==> src/rtl/ps2_init_sequencer.sv <==
// ps2_init_sequencer
// Host-side PS/2 mouse bring-up sequencer. Sends Reset (0xFF) and checks the
// 0xFA / 0xAA / 0x00 replies, then sends Enable Data Reporting (0xF4) and
// checks its 0xFA. Retries the whole sequence on errors or timeouts, and
// then forwards received bytes to the packet decoder.
//
// Ports:
//   clk_i, rstn_i             pixel clock, async active-low reset
//   start_i                   one-cycle start / restart request
//   tx_data_o, tx_valid_o     command byte to the transceiver (valid/ready)
//   tx_ready_i                transceiver can accept a byte
//   tx_done_i, tx_err_i       frame sent OK / frame failed (pulses)
//   rx_data_i, rx_valid_i     received byte and its strobe
//   stream_data_o/_valid_o    forwarded byte, one cycle after reception
//   ready_o, fail_o           streaming / retries exhausted (registered)
//   state_o                   current state encoding
module ps2_init_sequencer #(
  parameter int TIMEOUT_CYCLES    = 4_000_000,
  parameter int RESET_WAIT_CYCLES = 32_000_000,
  parameter int MAX_RETRY         = 3,
  parameter bit AUTO_START        = 1'b1,
  parameter bit HOTPLUG           = 1'b1
) (
  input  logic       clk_i,
  input  logic       rstn_i,
  input  logic       start_i,
  output logic [7:0] tx_data_o,
  output logic       tx_valid_o,
  input  logic       tx_ready_i,
  input  logic       tx_done_i,
  input  logic       tx_err_i,
  input  logic [7:0] rx_data_i,
  input  logic       rx_valid_i,
  output logic [7:0] stream_data_o,
  output logic       stream_valid_o,
  output logic       ready_o,
  output logic       fail_o,
  output logic [2:0] state_o
);

  typedef enum logic [2:0] {
    S_IDLE    = 3'd0,
    S_SEND    = 3'd1,
    S_WAIT_TX = 3'd2,
    S_WAIT_RX = 3'd3,
    S_STREAM  = 3'd4,
    S_FAIL    = 3'd5
  } state_t;

  localparam int TW = $clog2(RESET_WAIT_CYCLES + 1);
  localparam int RW = (MAX_RETRY < 1) ? 1 : $clog2(MAX_RETRY + 1);
  localparam logic [TW-1:0] T_ACK   = TW'(TIMEOUT_CYCLES);
  localparam logic [TW-1:0] T_RESET = TW'(RESET_WAIT_CYCLES);
  localparam logic [RW-1:0] R_MAX   = RW'(MAX_RETRY);

  state_t        state_q, state_d;
  logic          step_q, step_d;      // 0: Reset command, 1: Enable Reporting
  logic [1:0]    idx_q, idx_d;        // index of the next expected reply byte
  logic [RW-1:0] retry_q, retry_d;
  logic [TW-1:0] timer_q, timer_d;
  logic          auto_q;              // high only until the first edge after reset
  logic          aa_seen_q;           // last streamed byte was 0xAA
  logic          ready_q, fail_q;
  logic          sv_q;
  logic [7:0]    sd_q;

  logic [7:0]    exp_byte;
  logic          last_byte;
  logic          do_retry;
  logic          hotplug_hit;

  // Expected reply for the current step and index.
  always_comb begin
    // NOTE: every always_comb output gets a default first so no path can
    // leave it unassigned; an unassigned path would infer a latch.
    exp_byte  = 8'hFA;
    last_byte = 1'b0;
    if (!step_q) begin
      case (idx_q)
        2'd0:    exp_byte = 8'hFA;
        2'd1:    exp_byte = 8'hAA;
        default: begin
          exp_byte  = 8'h00;
          last_byte = 1'b1;
        end
      endcase
    end else begin
      last_byte = 1'b1;
    end
  end

  assign hotplug_hit = HOTPLUG && (state_q == S_STREAM) && rx_valid_i &&
                       (rx_data_i == 8'h00) && aa_seen_q;

  always_comb begin
    state_d  = state_q;
    step_d   = step_q;
    idx_d    = idx_q;
    retry_d  = retry_q;
    timer_d  = timer_q;
    do_retry = 1'b0;
    case (state_q)
      S_IDLE: begin
        retry_d = '0;
        if (start_i || auto_q) begin
          state_d = S_SEND;
          step_d  = 1'b0;
        end
      end
      S_SEND: begin
        idx_d = '0;
        // tx_valid_o is high throughout SEND, so tx_ready_i completes the handshake.
        if (tx_ready_i) begin
          state_d = S_WAIT_TX;
          timer_d = T_ACK;
        end
      end
      S_WAIT_TX: begin
        // Error beats done; either event beats an expiring timer.
        if (tx_err_i)                 do_retry = 1'b1;
        else if (tx_done_i) begin
          state_d = S_WAIT_RX;
          timer_d = T_ACK;
        end
        else if (timer_q == '0)       do_retry = 1'b1;
        else                          timer_d = timer_q - TW'(1);
      end
      S_WAIT_RX: begin
        if (rx_valid_i) begin
          if (rx_data_i == exp_byte) begin
            if (last_byte) begin
              if (!step_q) begin
                state_d = S_SEND;
                step_d  = 1'b1;
              end else begin
                state_d = S_STREAM;
              end
            end else begin
              idx_d   = idx_q + 2'd1;
              // After the first 0xFA of Reset the device runs its self-test.
              timer_d = (idx_q == 2'd0) ? T_RESET : T_ACK;
            end
          end else if (rx_data_i == 8'hFE) begin
            // Resend request repeats the same step but still costs a retry.
            if (retry_q < R_MAX) begin
              retry_d = retry_q + RW'(1);
              state_d = S_SEND;
            end else begin
              state_d = S_FAIL;
            end
          end else begin
            do_retry = 1'b1;
          end
        end
        else if (timer_q == '0) do_retry = 1'b1;
        else                    timer_d = timer_q - TW'(1);
      end
      S_STREAM: begin
        if (start_i) begin
          state_d = S_SEND;
          step_d  = 1'b0;
          retry_d = '0;
        end else if (hotplug_hit) begin
          // A replugged mouse has already self-tested; only re-enable reporting.
          state_d = S_SEND;
          step_d  = 1'b1;
          retry_d = '0;
        end
      end
      S_FAIL: begin
        if (start_i) begin
          state_d = S_SEND;
          step_d  = 1'b0;
          retry_d = '0;
        end
      end
      default: state_d = S_IDLE;
    endcase

    if (do_retry) begin
      if (retry_q < R_MAX) begin
        retry_d = retry_q + RW'(1);
        state_d = S_SEND;
        step_d  = 1'b0;
      end else begin
        state_d = S_FAIL;
      end
    end
  end

  always_ff @(posedge clk_i or negedge rstn_i) begin
    if (!rstn_i) begin
      state_q   <= S_IDLE;
      step_q    <= 1'b0;
      idx_q     <= '0;
      retry_q   <= '0;
      timer_q   <= '0;
      auto_q    <= AUTO_START;
      aa_seen_q <= 1'b0;
      ready_q   <= 1'b0;
      fail_q    <= 1'b0;
      sv_q      <= 1'b0;
      sd_q      <= 8'h00;
    end else begin
      // NOTE: state registers use non-blocking assignments so every flop
      // samples the pre-edge values, independent of statement order.
      state_q <= state_d;
      step_q  <= step_d;
      idx_q   <= idx_d;
      retry_q <= retry_d;
      timer_q <= timer_d;
      auto_q  <= 1'b0;
      ready_q <= (state_d == S_STREAM);
      fail_q  <= (state_d == S_FAIL);
      sv_q    <= 1'b0;
      if (state_q == S_STREAM && rx_valid_i) begin
        sv_q      <= 1'b1;
        sd_q      <= rx_data_i;
        aa_seen_q <= (rx_data_i == 8'hAA);
      end else if (state_q != S_STREAM) begin
        aa_seen_q <= 1'b0;
      end
    end
  end

  // Decoded from the async-reset state register, so it drops at once on reset.
  assign tx_valid_o     = (state_q == S_SEND);
  assign tx_data_o      = (state_q != S_SEND) ? 8'h00 : (step_q ? 8'hF4 : 8'hFF);
  assign stream_valid_o = sv_q;
  assign stream_data_o  = sd_q;
  assign ready_o        = ready_q;
  assign fail_o         = fail_q;
  assign state_o        = state_q;

endmodule

==> config.mk <==
export PLATFORM = sky130hd
export DESIGN_NAME = ps2_init_sequencer
export DESIGN_NICKNAME = d
export VERILOG_FILES = /design/src/rtl/ps2_init_sequencer.sv
export SDC_FILE = /design/constraint.sdc
export NUM_CORES = 1
export LEC_CHECK = 0
export ABC_AREA = 1
export BUFFER_PORTS_ARGS = -buffer_cell sky130_fd_sc_hd__buf_2
export CAP_MARGIN = 10
export CORE_MARGIN = 2
export CORE_UTILIZATION = 50
export CTS_CLUSTER_DIAMETER = 150
export CTS_CLUSTER_SIZE = 12
export DETAILED_ROUTE_END_ITERATION = 12
export PLACE_DENSITY = 0.76
export SYNTH_ARGS = -nofsm -noshare
export SYNTH_HDL_FRONTEND = slang
export SYNTH_SLANG_ARGS = --single-unit
==> constraint.sdc <==
create_clock -name clk_i -period 3.8 [get_ports clk_i]
set_input_delay 0.76 -clock clk_i [delete_from_list [all_inputs] [get_ports clk_i]]
set_output_delay 0.76 -clock clk_i [all_outputs]
set_load 0.1 [all_outputs]
==> qor.yml, run 1 <==
placement:
  placed_cells: 587
  place_area_um2: 3540
  routabilityCongestion: 0.936
  io_buffers: 37
  dp_hpwl_mm: 5.83
  pre_cts_slack_ps: 1450
sta:
  finalCriticalPeriod_ps: 2670
  clock_skew_ps: 13.4
  rsz0062_at_grt: "no"
  fin_setup_tns_ps: 0
  hold_viol_final: 0
  tightestPinTransition_ps: 1050
  postLayoutSetupSlackWorst_ps: 1130
  clock.fmax_mhz: 374
  fin_crit_sh_pct: 70.4
  final-max-slew-violation-count: 0
  finalSetupViolCount: 0
  slew_headroom_pct: 30.2
cts:
  clockRootBuffer: "clkbuf_8"
  cts_tree: "done"
  clock_latency_ps: 310
  cts_sinks: 46
  path_clk_slew_ps: 90
  clk_path_buf_depth: 2
  cts_made_buffers: 5
  post-cts-setup-buffers: 0
  cts_resized: 0
  postCtsHoldBufs: 0
  htree_levels: 2
grt:
  grt_pass1_wl_mm: 13.2
  grt_max_degree: 47
  antenna_found_initial: 0
  grt.total_usage_pct: 22.3
  grt_pass1_vias: 2876
  overflow: 0
synth:
  synth_cell_types: 40
  netlist_area_um2: 3330
  synth.net_count: 508
  synth_seq_cells: 46
  syn_inst: 486
  ys_warn_count: 0
  seq_area_frac_synth_pct: 34.6
  syn_area_per_cell_um2: 6.85
drt:
  antenna_left: 0
  vias_per_cell: 5.33
  first_iter_violations: 243
  wl_per_cell_um: 13.0
  num_vias: 3170
  routed_wl_mm: 7.72
  firstDrtPassIters: 5
  drc: 0
pwr:
  seqPwrFrac_pct: 22.7
  power_switching_mw: 1.93
  p_leak_nw: 1.88
  vdd_drop_max_mv: 1.46
  p_per_area_nw_per_um2: 860
  combPwrFrac_pct: 67.2
  internal-power_mw: 1.20
  p_clk_share_pct: 10.1
  swShare_pct: 61.7
setup_path:
  worst-setup-path-type: "reg -> out"
  crit_path_max_incr_delay_ps: 440
  crit_path_end: "tx_data_o[3]"
  crit_path_max_fanout: 10
  critPathLaunchType: "flop"
  cp_num_buf_inv: 3
  r2r-end: "fail_o"
  cpMaxStageDelayCell: "dfrtp_4"
  r2r_start: "state_o[0]"
  required_ps: 3040
  cp.arrival_ps: 1910
  crit_family: "buffers and inverters"
  crit_start: "state_o[0]"
  cp.depth: 5
  path_cells: "inv_2 > nor3_4 > inv_1 > nor2_4 > buf_2"
  rr_worst_depth: 10
  rrSetupSlack_ps: 1530
  endpoint_kind: "output port"
cells_and_area:
  n_fill_cell: 632
  stdcell_area_um2: 3630
  multi_input_comb_area_um2: 1850
  area.sequential_um2: 1160
  final_cells: 595
  drive_gt1_share_pct: 17.6
  layout_commonest_cell: "nand2_1"
  final_nets: 539
  mostFrequentLayoutCells: "nand2_1 (114), nor2_1 (70), inv_1 (60)"
  syn_to_final_growth_pct: 9.05
  diodes: 0
die:
  die-area_um2: 7330
  initial_core_util_pct: 52.2
  die_y_um: 85.6
  die_x_um: 85.6
  design.core.area_um2: 6390
  rows: 29
  pin_count: 38
hold_path:
  hold_class: "reg -> reg"
status:
  status: "finished, final reports clean"
run:
  cap_violations: 0
## worst min-delay path by stage
| stage | start | to | slack [ps] | cells past startpoint |
|---|---|---|---|---|
| floorplan | rstn_i | aa_seen_q | 460 | 0 |
| global placement | stream_data_o[2] | stream_data_o[2] | 460 | 2 |
| detailed placement | stream_data_o[2] | stream_data_o[2] | 470 | 2 |
| CTS | stream_data_o[2] | stream_data_o[2] | 490 | 2 |
| global route | stream_data_o[2] | stream_data_o[2] | 520 | 2 |
| finish | stream_data_o[2] | stream_data_o[2] | 480 | 2 |
## sequential cells by signal (all words and copies together) (netlist names)
register        cells
aa_seen_q           1
auto_q              1
fail_o              1
idx_q               2
ready_o             1
retry_q             2
state_o             3
step_q              1
stream_data_o       8
stream_valid_o      1
timer_q            25
## power by group through the flow
stage | Clock, mW | Combinational, mW | Sequential [mW]
2_1_floorplan | 0 | 1.61 | 0.942
3_3_place_gp | 0 | 2.06 | 0.714
3_5_place_dp | 0 | 2.09 | 0.718
4_1_cts | 0.319 | 2.10 | 0.710
5_1_grt | 0.342 | 2.30 | 0.727
6_report | 0.315 | 2.10 | 0.711
## final cells by class
type | count | area share [%]
Timing Repair Buffer | 37 | 5.10
Inverter | 67 | 6.99
Sequential cell | 46 | 31.9
Tap cell | 77 | 2.65
Clock inverter | 3 | 0.586
Multi-Input combinational cell | 360 | 50.9
Clock buffer | 5 | 1.89
## per-layer routing
layer / share of wire [%] / vias up / track usage [%]
met5: 0 / - / 0
met3: 5.8 / 10 / 3.56
met4: 1.5 / 0 / 6.64
met1: 48 / 1435 / 32.3
met2: 45 / 117 / 34.4
li1: - / 1608 / -
## cells by family after synthesis
family | Yosys count | synth area share, %
and+or+nand+nor | 285 | 40.4
buffers and inverters | 80 | 10.3
AOI/OAI and AO/OA | 60 | 10.1
DFF | 46 | 34.6
xor gates and xnor gates | 7 | 1.84
adders and majority gates | 7 | 2.63
other | 1 | 0.113
## synthesized netlist by cell type, drive strengths merged
cell | number | area [um2]
nand2 | 123 | 499
nor2 | 86 | 409
inv | 67 | 254
nand3 | 54 | 300
dfrtp | 45 | 1130
o21ai | 31 | 163
a21oi | 22 | 121
buf | 12 | 86.3
nor3 | 10 | 60.1
nand4 | 8 | 50.1
ha | 7 | 87.6
xor2 | 5 | 43.8
nand3b | 2 | 15.0
o21bai | 2 | 15.0
xnor2 | 2 | 17.5
a211oi | 1 | 7.51
a21boi | 1 | 7.51
a21o | 1 | 7.51
a22oi | 1 | 7.51
a31oi | 1 | 6.26
and3 | 1 | 6.26
clkbuf | 1 | 3.75
conb | 1 | 3.75
dfstp | 1 | 26.3
or2 | 1 | 6.26
## through the flow
stage,hold slack [ps],power [mW],utilization (%)
after floorplan,456,2.55,-
after global placement,460,2.77,55.5
after detailed placement,468,2.81,55.5
after CTS,491,3.13,56.9
after global routing,521,3.37,56.9
final,483,3.12,56.9
## worst reg2reg max path, delay by kind of cell (launching register included)
family,cells,cell delay (ps)
AND/OR/NAND/NOR,8,1240
buffers and inverters,1,150
AO/OA/AOI/OAI,1,260
flip-flops,1,500
(Power assumes the default switching activity.)
==> run 2, diff against run 1 <==
clock period = 2.8 ns   (was 3.8 ns; I/O delays follow)
==> qor.yml, run 2 (same netlist as run 1, synthesis figures left out) <==
die:
  die_x_um: 85.6  # unchanged
  design.core.area_um2: 6390  # unchanged
  die-area_um2: 7330  # unchanged
  die_y_um: 85.6  # unchanged
  pin_count: 38  # unchanged
  rows: 29  # unchanged
  initial_core_util_pct: 52.2  # unchanged
setup_path:
  endpoint_kind: "output port"
  crit_path_max_fanout: 10  # unchanged
  critPathLaunchType: "flop"
  required_ps: 2240  # -800 ps
  worst-setup-path-type: "reg -> out"
  cp.arrival_ps: 1870  # -40 ps
  rr_worst_depth: 15  # +5
grt:
  grt_max_degree: 47  # unchanged
  overflow: 0  # unchanged
  grt_pass1_vias: 3048  # +6.0%
  grt.total_usage_pct: 22.6  # +0.32 points
  grt_pass1_wl_mm: 13.6  # +3.2%
  antenna_found_initial: 0  # unchanged
cells_and_area:
  n_fill_cell: 609  # -3.6%
  final_cells: 596  # +0.17%
  stdcell_area_um2: 3670  # +1.0%
  drive_gt1_share_pct: 17.9  # +0.35 points
  diodes: 0  # unchanged
  largest_reg_flops: 25  # unchanged
  regMostFlops: "timer_q"
  area.sequential_um2: 1160  # unchanged
  syn_to_final_growth_pct: 10.1
  multi_input_comb_area_um2: 1850  # unchanged
  final_nets: 540  # +0.19%
  layout_commonest_cell: "nand2_1"
  final_core_util_pct: 57.4  # +0.57 points
  mostFrequentLayoutCells: "nand2_1 (114), nor2_1 (70), inv_1 (59)"
cts:
  clock_latency_ps: 300  # about the same
  cts_tree: "done"
  postCtsHoldBufs: 0  # unchanged
  post-cts-setup-buffers: 0  # unchanged
  cts_resized: 0  # unchanged
  clockRootBuffer: "clkbuf_8"
  clk_path_buf_depth: 2  # unchanged
  htree_levels: 2  # unchanged
  cts_made_buffers: 5  # unchanged
  path_clk_slew_ps: 100  # about the same
  cts_sinks: 46  # unchanged
placement:
  io_buffers: 37  # unchanged
  placed_cells: 588  # +0.17%
  pre_cts_slack_ps: 563  # -886 ps
  place_area_um2: 3550  # +0.35%
  dp_hpwl_mm: 6.05  # +3.7%
  routabilityCongestion: 0.922  # -1.5%
drt:
  wl_per_cell_um: 13.0  # +0.53%
  wl_met3_um: 422  # -6.0%
  highest_layer: "met4"
  antenna_left: 0  # unchanged
  dr_wl_met2_mm: 3.52  # +1.9%
  first_iter_violations: 248  # +2.1%
  met1_length_mm: 3.74  # +1.1%
  vias_per_cell: 5.33  # about the same
  num_vias: 3176  # +0.19%
  firstDrtPassIters: 4  # -1
  drc: 0  # unchanged
  routed_wl_mm: 7.77  # +0.70%
sta:
  tightestPinTransition_ps: 579  # -468 ps
  finalCriticalPeriod_ps: 2430
  fin_crit_sh_pct: 86.7
  postLayoutSetupSlackWorst_ps: 372  # -754 ps
  clock_skew_ps: 9.66  # -3.70 ps
  rsz0062_at_grt: "no"
  hold_viol_final: 0  # unchanged
  slew_headroom_pct: 61.4  # +31 points
  finalSetupViolCount: 0  # unchanged
  final-max-slew-violation-count: 0  # unchanged
  clock.fmax_mhz: 412
pwr:
  vdd_drop_max_mv: 1.08  # -26%
  total_power_mw: 4.34  # +39%
  p_per_area_nw_per_um2: 1180  # +38%
  p_leak_nw: 1.89  # +0.55%
hold_path:
  hold_class: "in -> async"
run:
  cap_violations: 0  # unchanged
status:
  status: "finished, final reports clean"
==> run 2: worst max-delay path, cell delays in order, from the launching register on <==
cell     delay, ps
dfrtp_4        460
inv_6           60
nor3_4         350
inv_2          120
nor2_4         140
buf_2          440
==> run 2: stage by stage <==
| stage | setup TNS, ps | hold slack, ps |
|---|---|---|
| after floorplan | -1060 | 264 |
| after global placement | 0 | 459 |
| after detailed placement | 0 | 469 |
| after CTS | 0 | 349 |
| after global routing | 0 | 394 |
| final | 0 | 329 |
==> run 2: final cells by class <==
type                            count  share of cell area [%]
Tap cell                           77                    2.63
Inverter                           67                    7.06
Clock buffer                        5                    1.88
Multi-Input combinational cell    360                    50.4
Sequential cell                    46                    31.6
Timing Repair Buffer               38                    5.25
Clock inverter                      3                    1.23
==> run 2: final timing paths <==
| check | startpoint | end | slack (ps) |
|---|---|---|---|
| worst max-delay path | state_o[0] | tx_data_o[1] | 370 |
| worst max register to register | idx_q[0] | timer_q[17] | 530 |
| worst min-delay path | rstn_i | stream_data_o[3] | 330 |
| min in group clk_i | stream_data_o[1] | stream_data_o[1] | 480 |
| max in group asynchronous | rstn_i | state_o[0] | 2030 |
| worst min register to register | stream_data_o[1] | stream_data_o[1] | 480 |
==> run 2: routing by layer <==
metal / vias up / track usage (%)
met5: - / 0
met4: 0 / 5.77
met3: 9 / 3.75
met2: 101 / 36.4
met1: 1460 / 31.9
li1: 1606 / -
==> run 2: power by group <==
group	internal (mW)	leakage, nW	total (mW)	switching, mW
Clock	0.266	0.0504	0.508	0.243
Sequential	0.828	0.581	0.969	0.141
Combinational	0.624	1.26	2.86	2.24
Total	1.72	1.89	4.34	2.62
